**config.mk**
```make
export PLATFORM = sky130hd
export DESIGN_NAME = mesi_cache_ctrl
export DESIGN_NICKNAME = d
export VERILOG_FILES = /design/src/rtl/mesi_cache_ctrl.sv
export SDC_FILE = /design/constraint.sdc
export NUM_CORES = 1
export LEC_CHECK = 0
export ABC_AREA = 1
export CORE_ASPECT_RATIO = 0.5
export CORE_UTILIZATION = 30
export CTS_CLUSTER_DIAMETER = 100
export CTS_CLUSTER_SIZE = 40
export DETAILED_ROUTE_END_ITERATION = 10
export PLACE_DENSITY_LB_ADDON = 0.15
export SETUP_SLACK_MARGIN = 0.1
export SYNTH_ARGS = -nofsm -noshare
export SYNTH_HDL_FRONTEND = slang
export SYNTH_SLANG_ARGS = --single-unit
export TNS_END_PERCENT = 5
```
**constraint.sdc**
```tcl
create_clock -name clk -period 2.45 [get_ports clk]
set_input_delay 0.245 -clock clk [delete_from_list [all_inputs] [get_ports clk]]
set_output_delay 0.245 -clock clk [all_outputs]
set_load 0.005 [all_outputs]
```
**src/rtl/mesi_cache_ctrl.sv**
```systemverilog
`default_nettype none
//==============================================================================
// Module   : mesi_cache_ctrl
// Brief    : Direct-mapped MESI cache controller for one CPU core on a shared
//            snooping bus. Handles CPU request/ready handshake, bus arbitration,
//            line fill, dirty-victim write-back and snoop responses with flush.
// Options  : MESI_BUSUPGR_EN - a write hit on a Shared line issues BusUpgr
//            (no data transfer) instead of BusRdX followed by a fill.
// Revision : 1.0 - initial release
//==============================================================================

package mesi_types;
   typedef enum logic [1:0] {
      No_OP   = 2'd0,
      BusRd   = 2'd1,
      BusRdX  = 2'd2,
      BusUpgr = 2'd3
   } bus_request;

   typedef enum logic [1:0] {
      Invalid   = 2'd0,
      Shared    = 2'd1,
      Exclusive = 2'd2,
      Modified  = 2'd3
   } cache_state;
endpackage

module mesi_cache_ctrl
   import mesi_types::*;
#(
   parameter int LINES  = 4,
   parameter int ADDR_W = 8,
   parameter int DATA_W = 8
) (
   input  logic              clk,
   input  logic              rst,
   input  logic              cpu_read,
   input  logic              cpu_write,
   input  logic [ADDR_W-1:0] cpu_addr,
   input  logic [DATA_W-1:0] cpu_wdata,
   output logic [DATA_W-1:0] cpu_rdata,
   output logic              cpu_ready,
   output logic              bus_req,
   input  logic              bus_gnt,
   output bus_request        bus_cmd_out,
   output logic [ADDR_W-1:0] bus_addr_out,
   input  logic [DATA_W-1:0] bus_data_in,
   input  logic              bus_data_valid,
   input  logic              bus_shared_in,
   output logic              wb_valid,
   output logic [ADDR_W-1:0] wb_addr,
   output logic [DATA_W-1:0] wb_data,
   input  logic              wb_ack,
   input  logic              snoop_valid,
   input  bus_request        snoop_cmd,
   input  logic [ADDR_W-1:0] snoop_addr,
   output logic              snoop_shared,
   output logic              snoop_flush,
   output logic [DATA_W-1:0] snoop_data
);

   localparam int IDX_W = $clog2(LINES);
   localparam int TAG_W = ADDR_W - IDX_W;

   typedef enum logic [2:0] {
      ST_IDLE  = 3'd0,
      ST_EVICT = 3'd1,
      ST_ARB   = 3'd2,
      ST_FILL  = 3'd3,
      ST_DONE  = 3'd4
   } fsm_t;

   fsm_t              fsm_q, fsm_d;
   cache_state        state_q [LINES];
   logic [TAG_W-1:0]  tag_q   [LINES];
   logic [DATA_W-1:0] data_q  [LINES];

   // Request latched when it leaves IDLE; the CPU holds it anyway, but the
   // latched copy keeps the transaction self-consistent.
   logic [ADDR_W-1:0] addr_q;
   logic [DATA_W-1:0] wdata_q;
   bus_request        cmd_q, cmd_d;
   logic [DATA_W-1:0] rdata_q;
   logic              snp_shared_q, snp_flush_q;
   logic [DATA_W-1:0] snp_data_q;

   logic [IDX_W-1:0]  cpu_idx, req_idx, snp_idx;
   logic [TAG_W-1:0]  cpu_tag, req_tag, snp_tag;
   logic              cpu_req, cpu_hit, snp_hit, snp_same, snp_evict, upgr_lost;
   cache_state        snp_state, fill_state;
   logic              snp_do_flush;
   logic [DATA_W-1:0] fill_data;
   bus_request        eff_cmd;
   logic              do_capture, do_hit_rd, do_hit_wr, do_evict_ack, do_upgr, do_fill;

   assign cpu_idx  = cpu_addr[IDX_W-1:0];
   assign cpu_tag  = cpu_addr[ADDR_W-1:IDX_W];
   assign req_idx  = addr_q[IDX_W-1:0];
   assign req_tag  = addr_q[ADDR_W-1:IDX_W];
   assign snp_idx  = snoop_addr[IDX_W-1:0];
   assign snp_tag  = snoop_addr[ADDR_W-1:IDX_W];

   assign cpu_req  = cpu_read | cpu_write;
   assign cpu_hit  = (state_q[cpu_idx] != Invalid) && (tag_q[cpu_idx] == cpu_tag);
   assign snp_hit  = snoop_valid && (state_q[snp_idx] != Invalid) && (tag_q[snp_idx] == snp_tag);
   // A snoop touching the line the CPU wants this cycle is serviced first.
   assign snp_same = snoop_valid && (snp_idx == cpu_idx);
   // A remote read/ownership request for the victim being written back
   // takes the data from our flush, so the write-back is abandoned.
   assign snp_evict = snp_hit && (fsm_q == ST_EVICT) && (snp_idx == req_idx) &&
                      ((snoop_cmd == BusRd) || (snoop_cmd == BusRdX));

   // An upgrade is only valid while we still hold the line Shared.
   assign upgr_lost = (state_q[req_idx] != Shared) || (tag_q[req_idx] != req_tag) ||
                      (snp_hit && (snp_idx == req_idx) && (snp_state == Invalid));
   assign eff_cmd   = ((cmd_q == BusUpgr) && upgr_lost) ? BusRdX : cmd_q;

   assign fill_state = (cmd_q == BusRdX) ? Modified : (bus_shared_in ? Shared : Exclusive);
   assign fill_data  = (cmd_q == BusRdX) ? wdata_q : bus_data_in;

   assign cpu_rdata    = rdata_q;
   assign snoop_shared = snp_shared_q;
   assign snoop_flush  = snp_flush_q;
   assign snoop_data   = snp_data_q;

   // Snoop response: next state of the snooped line and whether to flush it.
   always_comb begin
      snp_state    = state_q[snp_idx];
      snp_do_flush = 1'b0;
      case (snoop_cmd)
         BusRd: begin
            if (state_q[snp_idx] == Modified) begin
               snp_state    = Shared;
               snp_do_flush = 1'b1;
            end else if (state_q[snp_idx] == Exclusive) begin
               snp_state = Shared;
            end
         end
         BusRdX: begin
            snp_do_flush = (state_q[snp_idx] == Modified);
            snp_state    = Invalid;
         end
         BusUpgr: begin
            if (state_q[snp_idx] == Shared) begin
               snp_state = Invalid;
            end
         end
         default: ;
      endcase
      if (snp_evict) begin
         snp_state = Invalid;
      end
   end

   // FSM state register.
   always_ff @(posedge clk) begin
      if (!rst) begin
         fsm_q <= ST_IDLE;
      end else begin
         fsm_q <= fsm_d;
      end
   end

   // FSM next-state, bus/CPU/write-back outputs and datapath update strobes.
   always_comb begin
      fsm_d        = fsm_q;
      cmd_d        = cmd_q;
      cpu_ready    = 1'b0;
      bus_req      = 1'b0;
      bus_cmd_out  = No_OP;
      bus_addr_out = '0;
      wb_valid     = 1'b0;
      wb_addr      = '0;
      wb_data      = '0;
      do_capture   = 1'b0;
      do_hit_rd    = 1'b0;
      do_hit_wr    = 1'b0;
      do_evict_ack = 1'b0;
      do_upgr      = 1'b0;
      do_fill      = 1'b0;
      case (fsm_q)
         ST_IDLE: begin
            if (cpu_req && !snp_same) begin
               do_capture = 1'b1;
               if (cpu_hit && cpu_write && (state_q[cpu_idx] != Shared)) begin
                  do_hit_wr = 1'b1;
                  fsm_d     = ST_DONE;
               end else if (cpu_hit && cpu_write) begin
`ifdef MESI_BUSUPGR_EN
                  cmd_d = BusUpgr;
`else
                  cmd_d = BusRdX;
`endif
                  fsm_d = ST_ARB;
               end else if (cpu_hit) begin
                  do_hit_rd = 1'b1;
                  fsm_d     = ST_DONE;
               end else begin
                  cmd_d = cpu_write ? BusRdX : BusRd;
                  fsm_d = (state_q[cpu_idx] == Modified) ? ST_EVICT : ST_ARB;
               end
            end
         end
         ST_EVICT: begin
            wb_valid = 1'b1;
            wb_addr  = {tag_q[req_idx], req_idx};
            wb_data  = data_q[req_idx];
            if (snp_evict) begin
               fsm_d = ST_ARB;
            end else if (wb_ack) begin
               do_evict_ack = 1'b1;
               fsm_d        = ST_ARB;
            end
         end
         ST_ARB: begin
            bus_req = 1'b1;
            if (bus_gnt) begin
               bus_cmd_out  = eff_cmd;
               bus_addr_out = addr_q;
               cmd_d        = eff_cmd;
               if (eff_cmd == BusUpgr) begin
                  do_upgr = 1'b1;
                  fsm_d   = ST_DONE;
               end else begin
                  fsm_d = ST_FILL;
               end
            end
         end
         ST_FILL: begin
            if (bus_data_valid) begin
               do_fill = 1'b1;
               fsm_d   = ST_DONE;
            end
         end
         ST_DONE: begin
            cpu_ready = 1'b1;
            fsm_d     = ST_IDLE;
         end
         default: fsm_d = ST_IDLE;
      endcase
   end

   // Line states, latched request and registered CPU/snoop outputs.
   always_ff @(posedge clk) begin
      if (!rst) begin
         for (int i = 0; i < LINES; i++) begin
            state_q[i] <= Invalid;
         end
         addr_q       <= '0;
         wdata_q      <= '0;
         cmd_q        <= No_OP;
         rdata_q      <= '0;
         snp_shared_q <= 1'b0;
         snp_flush_q  <= 1'b0;
         snp_data_q   <= '0;
      end else begin
         cmd_q <= cmd_d;
         if (do_capture) begin
            addr_q  <= cpu_addr;
            wdata_q <= cpu_wdata;
         end
         if (do_hit_rd) begin
            rdata_q <= data_q[cpu_idx];
         end
         if (do_hit_wr) begin
            state_q[cpu_idx] <= Modified;
         end
         if (do_evict_ack || do_upgr) begin
            state_q[req_idx] <= do_upgr ? Modified : Invalid;
         end
         if (do_fill) begin
            state_q[req_idx] <= fill_state;
            rdata_q          <= fill_data;
         end
         // Snoop wins over local updates, except that a line being refilled
         // no longer belongs to the snooped (old) tag.
         if (snp_hit && !(do_fill && (snp_idx == req_idx))) begin
            state_q[snp_idx] <= snp_state;
         end
         snp_shared_q <= snp_hit;
         snp_flush_q  <= snp_hit && snp_do_flush;
         snp_data_q   <= (snp_hit && snp_do_flush) ? data_q[snp_idx] : '0;
      end
   end

   // Tag and data arrays: not reset, only written during normal operation.
   always_ff @(posedge clk) begin
      if (rst) begin
         if (do_hit_wr) begin
            data_q[cpu_idx] <= cpu_wdata;
         end
         if (do_upgr) begin
            data_q[req_idx] <= wdata_q;
         end
         if (do_fill) begin
            tag_q[req_idx]  <= req_tag;
            data_q[req_idx] <= fill_data;
         end
      end
   end

endmodule
`default_nettype wire
```
# [After elaboration in Yosys (flattened, before gate mapping)]
# Memory sizes are Yosys's and may differ from the RTL's. A register that Yosys moved wholly into a read port is not among the register bits.
# Cells that the tools add are included.
[totals] ramBits=64 elab_cells=171 ff_bits=31 output_inout_bits=47 latchBits=0 inputBits=43 n_memories=3 romBits=0
[op_classes] n_mux=95 magnitude_cmp=0 add_sub_neg=0 shifts=0 n_reduce_logical=36 n_div=0 bitwise_logic=3 multipliers=0 n_eq_ne=27
[memory_table] memory="data_q" depth=4 word_bits=8 rd=3 rd_ports_with_merged_regs=2 wr=1 line="76" source="logic [DATA_W-1:0] data_q [LINES];"
[memory_table] memory="tag_q" depth=4 word_bits=6 rd=3 rd_ports_with_merged_regs=1 wr=1 line="75" source="logic [TAG_W-1:0] tag_q [LINES];"
[memory_table] memory="state_q" depth=4 word_bits=2 rd=3 rd_ports_with_merged_regs=1 wr=4 line="74" source="cache_state state_q [LINES];"
[op_table] operator="2-to-1 mux 8 bit" count=9
[op_table] operator="2-to-1 mux 2 bit" count=31
[op_table] operator="2-to-1 mux 1 bit" count=42
[op_table] operator="2-to-1 mux 3 bit" count=9
[op_table] operator="== test 2 bit (second input constant)" count=8
[op_table] operator="logical AND 1 bit" count=16
[op_table] operator="== test 6 bit" count=2
[op_table] operator="case mux 3 bit (4 select lines)" count=1
[op_table] operator="inequality test 2 bit (second input constant)" count=4
[op_table] operator="nonzero test 2 bit" count=4
[op_table] operator="OR reduction 8 bit" count=1
[op_table] operator="== test 3 x 2 -> 1 bit (second input constant)" count=2
[op_table] operator="inequality test 3 bit (second input constant)" count=2
[op_table] operator="inequality test 6 bit" count=1
[op_table] operator="case mux 2 bit (3 select lines)" count=1
[op_table] operator="OR reduction 2 bit" count=3
[op_table] operator="AND reduction 5 bit" count=1
[op_table] operator="== test 2 x 1 -> 1 bit (second input constant)" count=2
[op_table] operator="== test 2 bit" count=2
[op_table] operator="logical OR 1 bit" count=4
[op_table] operator="inequality test 2 x 1 -> 1 bit (second input constant)" count=2
[op_table] operator="case mux 2 bit (2 select lines)" count=1
[op_table] operator="AND reduction 4 bit" count=1
[op_table] operator="== test 3 x 1 -> 1 bit (second input constant)" count=1
[op_table] operator="other kinds (7)" count=11

# [Longest topological paths before layout]
# An unclocked memory read counts as a cell.
[depth] depth_word=24 ltp_mapped=25 mapped_depth_nobuf=22

# [Least setup slack after synthesis]
# OpenSTA, ideal clock, no wires.
[synth_timing] path_kind="input port to flip-flop" from="input port snoop_addr[0]" to="memory data_q[2][0], enable pin" arrival_ns=2.288 required_ns=2.080 setup_ns=0.370 stages=24 slack_ns=-0.209 path_buffers=3 path_cell_list="buf_6 > nor2_2 > buf_4 > nand2_1 > nand2_1 > nor2_1 > nand2_1 > nand2_1 > nor2_1 > nand2_1 > nor2_2 > nand3_2 > nand2_1 > nand2_1 > nand2_1 > nand2_2 > nand3_2 > nand2_4 > nand2_4 > buf_8 > nand2_4 > o21ai_2 > nand2_1 > nor2_1"
[synth_between] elab_chain_cells=23 elab_cells_between_ends=44 cone_classes="eq/ne: 7; mux: 19; bitwise: 1; reduce/logical: 15; memory: 2"
[synth_lines] item="start, declared" line="56" source="input logic [ADDR_W-1:0] snoop_addr,"
[synth_lines] item="parallel branches: the longest is 23 deep, another holds memory read (4 x 2 bit)"
[synth_lines] item="end, declared" line="76"
# Several ways; the timed one is not identified.

==> impl_metrics.tcl <==
set metrics [dict create \
    firstDrtPassIters 6 \
    num_vias 6852 \
    drc 0 \
    synth_cell_types 43 \
    met2_usage_pct 34.54 \
    die_w_um 208.6 \
    drive_gt1_share_pct 25.14 \
    fillers 2085 \
    rsz0062_at_grt "true" \
    holdWs_ns 0.4785 \
    fin_worst_skew_ns 0.01437 \
    p_leak_nw 4.059 \
    yosys-top-cells-area "edfxtp_1 (30%), nand2_1 (16%), dfxtp_1 (13%), o21ai_0 (5.6%), nor2_1 (5.3%)" \
    grt_max_degree 28 \
    synth-async-reset-ratio_pct 0 \
    ff2ff_path_depth 15 \
    drt_iter0_markers 501 \
    wl_um 22850 \
    worstPathRequired_ns 2.51 \
    synth_edf_count 64 \
    htree_levels 3 \
    routabilityCongestion 0.8638 \
    peakVddDrop_mv 0.3382 \
    clock.fmax_ghz 0.3674 \
    place_ws_ns -0.9361 \
    finalMaxSlewViolations 0 \
    final_cell_count_no_fill 1379 \
    grt_pass1_vias 6564 \
    syn_avg_cell_area_um2 7.281 \
    slew_headroom_pct 66.72 \
    setup_viol 81 \
    cts_buffer_depth 2 \
    drt.antenna.violating_nets 0 \
    start_kind "flip-flop" \
    syn_to_final_growth_pct 46.61 \
    ys_seq_elements 105 \
    grt_busiest_layer "met2" \
    grt_pass1_wl_um 35590 \
    fp.coreArea_um2 20740 \
    syn_area_um2 6400 \
    multi_input_area_um2 3431 \
    period_share_pct 111.1 \
    dp_hpwl_um 17360 \
    die_y_um 105.3 \
    fin_nets 1147 \
    cts_tree "yes" \
    yosysWarningCount 0 \
    fin_crit_ns 2.722 \
    maxCapViolations 0 \
    root_buffer "clkbuf_16" \
    synth_top_area_cell "edfxtp_1" \
    critPathMaxFanout 16 \
    antenna-diode-count 0 \
    powerDensity_nw_per_um2 657.9 \
    fin_area_um2 9383 \
    cts_sinks 105 \
    setup_tns_ns -17.04 \
    clock_latency_ns 0.35 \
    grtUsageTotal_pct 20.88 \
    clk_pin_slew_ns 0.08 \
    start_util_pct 30.86 \
    die_area_um2 21960 \
    hold_viol_final 0 \
    grt_util_met3_pct 2.831 \
    port_buffers 89 \
    endpoint_kind "flip-flop" \
    critical_path_class "reg -> reg" \
    syn_inst 879 \
    yosysSeqAreaShare_pct 42.85 \
    failed_checks "negative setup slack" \
    wire_per_inst_um 16.57 \
    cp.arrival_ns 2.78 \
    num_io_pins 90 \
    met1_usage_pct 28.90 \
    min_path_type "reg -> reg" \
    antenna_found_initial 0 \
    run_status "finished, violations left" \
    cts_made_buffers 9 \
    synth_nets 925 \
    grt-ovfl-total 0 \
    seqCellArea_um2 2749 \
    synth_top_area_share_pct 30.03 \
    hold_depth 2 \
    viasPerCell 4.969 \
    rows 37 \
    synth_flop_cell "edfxtp_1" \
    placed_cells 1335 \
    worst_pin_slew_ns 0.4986 \
    setup_ws_ns -0.2715 \
    dpl-instance-area_um2 8489 \
]
flip-flops by register name, summed over array words and instances (netlist names), named ones only:
register / cells
addr_q: 8
cmd_q: 2
cpu_rdata: 8
data_q: 32
fsm_q: 3
snoop_data: 8
snoop_flush: 1
snoop_shared: 1
state_q: 8
tag_q: 24
wdata_q: 8
cells in the mapped netlist (4+ instances only):
master    number
a32o_1         7
a31oi_1       19
edfxtp_1      64
nor3_2         4
clkinv_1       4
nor3_1        11
o21ai_1        4
buf_2          5
nor2_1        91
clkbuf_1      21
o221ai_1       9
nand2_1      271
dfxtp_1       41
a21oi_1       50
nand2_2       12
o22ai_1        4
xor2_1         8
inv_1         63
nand3_1       61
o21ai_0       72
a22oi_1        9
inv_2          4
buf_6          5
buf_4          9
metal layers:
metal / routed length, µm / up-vias
li1: - / 3390
met5: 0 / -
met1: 10750 / 3244
met3: 1178 / 18
met4: 298 / 0
met2: 10630 / 200
where the power goes:
group          switching (mW)  internal, mW
Clock                   0.711         0.717
Combinational            1.43          1.12
Sequential              0.115          2.08
Total                    2.26          3.91
through the flow:
stage,total power [mW],util (%)
floorplan,3.411,-
global placement,4.541,40.93
detailed placement,4.555,40.93
CTS,6.094,44.29
global route,6.548,45.24
finish,6.173,45.24
kinds of logic after synthesis:
| logic type | share of synthesized area (%) |
|---|---|
| xor+xnor | 1.369 |
| compound gates | 16.15 |
| buf+inv | 8.172 |
| fa+ha+maj | 0.5866 |
| simple gates | 30.87 |
| flops | 42.85 |
layout make-up:
class / count / share of cell area (%)
multi-input cells: 659 / 36.56
flip-flops and latches: 105 / 29.30
repair buffers: 254 / 24.31
well taps: 273 / 3.640
inverters: 72 / 3.120
clock buffers: 10 / 2.440
clock inverters: 6 / 0.6268
cells in the final DEF, fill, tap and decap left out, drive strengths merged, types with 9 or more instances in the layout:
master	synthesis	final
edfxtp	64	64
buf	22	164
nand3	64	64
dfxtp	41	41
o21ai	77	77
o221ai	9	9
nor2	95	95
clkdlybuf4s50	0	78
clkbuf	21	12
nand2	286	286
a31oi	19	19
a22oi	9	9
a21oi	50	50
inv	68	72
nor3	15	15
path summary, 6_finish.rpt:
kind | start | to | slack, ns
max | flip-flop | data_q[1][3] | -0.27
min reg2reg | wdata_q[0] | wdata_q[0] | 0.48
min | wdata_q[0] | wdata_q[0] | 0.48
max reg2reg | flip-flop | data_q[1][3] | -0.27
critical path: stages, from the launching register on:
cell,delay [ns]
dfxtp_4,0.37
buf_12,0.15
nor3_1,0.27
o22ai_2,0.15
nor2_1,0.12
nand4_1,0.18
nor2_2,0.17
nand2_4,0.08
nand2_4,0.07
nand3_4,0.08
nand2_4,0.10
nand2_8,0.09
nand2_4,0.08
o211ai_1,0.16
nor2_2,0.19
buf_12,0.14
repair_timing:
item,4_1_cts,5_1_grt
gates resized for setup,75,44
setup endpoints to repair,110,116
hold buffers,0,0
gates cloned,1,1
setup buffers,21,5
pin swaps,25,31
No activity file was read; power rests on OpenSTA's default activity.
==> patch, RTL diff (config.mk and constraints unchanged) <==
Reset style: asynchronous (`rst`), changed in 2 clocked blocks.
--- a/src/rtl/mesi_cache_ctrl.sv
+++ b/src/rtl/mesi_cache_ctrl.sv
@@ -154,5 +154,5 @@
 
    // FSM state register.
-   always_ff @(posedge clk) begin
+   always_ff @(posedge clk or negedge rst) begin
       if (!rst) begin
          fsm_q <= ST_IDLE;
@@ -242,5 +242,5 @@
 
    // Line states, latched request and registered CPU/snoop outputs.
-   always_ff @(posedge clk) begin
+   always_ff @(posedge clk or negedge rst) begin
       if (!rst) begin
          for (int i = 0; i < LINES; i++) begin
Formal check against the unedited RTL: differs if rst is asserted again (counterexample within 4 cycles, from zero or initial values and one cycle with rst low); with rst held inactive, the same outputs for 4 cycles.
==> patch against the original RTL <==
  * Cell area down 2.3%
  * Area after synthesis shrank 4.7%
  * Count of clock-buffer cells in the layout is the same
  * Non-clock buffer count down 18
  * Routed wire length is 1.4% lower
  * Power rose by 37%
  * Worst setup slack got worse by 0.12 ns
  * Final cell count is 7.6% lower
  * The flow still finishes with violations (negative setup slack)
  * Sequential cell count decreased by 2
==> patch: results (changes against the original RTL) <==
status = complete, but fails checks (unchanged)
violated checks = negative setup slack (unchanged)
HPWL Detailed = 16.7 mm (was 17.4 mm)
total power = 0.00848 W (was 0.00617 W)
Psw = 0.00339 W (was 0.00226 W)
first-pass GRT wire length = 34.3 mm (was 35.6 mm)
Finished Layout Cells = 1274 (was 1379)
Syn Nets = 828 (was 925)
Area growth syn-to-layout = 50.3% (was 46.6%)
Hold Crit Class = input port to asynchronous set/reset pin (was flip-flop to flip-flop)
post-synthesis async set-or-reset flop share = 45.6% (was 0%)
Synth Register Bits = 103 (was 105)
Peak VDD IR = 0.344 mV (was 0.338 mV)
Non-clock buffers, area share = 23.5% (was 24.3%)
metal3 WL = 1.08 mm (was 1.18 mm)
layout cells sized above 1 = 25.4% (was 25.1%)
endpoints failing setup = 66 (was 81)
met2 Usage GRT = 36.8% (was 34.5%)
slowest cell delay on critical path = 0.46 ns (was 0.37 ns)
layout net count = 1049 (was 1147)
GRT Total Usage = 21.9% (was 20.9%)
Final GP Congestion = 0.899 (was 0.864)
part of the power in registers = 29.8% (was 35.5%)
Skew-Pair Late Insertion Delay = 0.37 ns (was 0.35 ns)
synth top area cells = edfxtp_1 28%, dfrtp_1 19%, nand2_1 14% (was edfxtp_1 30%, nand2_1 16%, dfxtp_1 13%)
non-clock buffer count in the final layout = 236 (was 254)
largest net degree at the start of global routing = 38 (was 28)
fraction of area in multi-input gates = 34.8% (was 36.6%)
fraction of area in registers = 31.2% (was 29.3%)
DP Area = 0.00826 mm^2 (was 0.00849 mm^2)
Post-Syn Instances = 782 (was 879)
dpl ws = -0.759 ns (was -0.936 ns)
Leak = 4.10 nW (was 4.06 nW)
starting DRC count in detailed routing = 340 (was 501)
post-synthesis sequential area ratio = 46.9% (was 42.9%)
inverters = 80 (was 72)
most frequent cells after synthesis = 228 x nand2_1, 100 x nor2_1, 71 x inv_1 (was 271 x nand2_1, 91 x nor2_1, 72 x o21ai_0)
routed wl met2 = 10.6 mm (about the same)
Crit path max-delay family = simple AND/OR/NAND/NOR gates (unchanged)
grt met3 use = 4.05% (was 2.83%)
clk cell area share = 3.37% (was 3.07%)
setup TNS = -20.51 ns (was -17.04 ns)
Reg area = 0.00286 mm^2 (was 0.00275 mm^2)
final WL = 22.5 mm (was 22.9 mm)
CP Max Fanout = 8 (was 16)
routed via count = 6323 (was 6852)
comb_multi_in = 573 (was 659)
fill cell count = 1924 (was 2085)
clk_skew = 0.0124 ns (was 0.0144 ns)
Post-Place Cells = 1238 (was 1335)
Rel. slew slack = 63.9% (was 66.7%)
Metal-1 WL = 10.4 mm (was 10.7 mm)
met1 usage = 28.7% (was 28.9%)
vias in the first global route = 6244 (was 6564)
ys flop type = edfxtp_1 (unchanged)
Final WS setup = -0.387 ns (was -0.272 ns)
==> patch: logic make-up (layout without fill, tap and decap cells) <==
kind of cell,after synthesis,count (layout),synth area share (%)
AND/OR/NAND/NOR,413,413,28.9
XOR/XNOR,8,8,1.15
buffers and inverters,106,332,7.41
AO/OA/AOI/OAI,149,149,15.1
adder cells (fa/ha/maj),3,3,0.615
flip-flops,103,103,46.9
==> patch: path summary, 6_finish.rpt <==
check	to	slack, ns	depth (start not counted)
min in group clk	wdata_q[2]	0.49	3
worst min-delay path	addr_q[4]	0.42	3
worst max-delay path	data_q[0][0]	-0.39	16
worst max register to register	data_q[0][0]	-0.39	16
worst min register to register	tag_q[1][2]	0.52	0
max in group asynchronous	snoop_data[4]	1.23	4
==> patch: timing repair <==
item                                    in CTS  in global routing
endpoints found under the hold margin       10                  0
buffers inserted                            11                  6
gates cloned                                 0                  2
pin swaps                                   29                 39
hold buffers                                 1                  0
endpoints found under the setup margin     109                 96
resized for setup                           81                 69
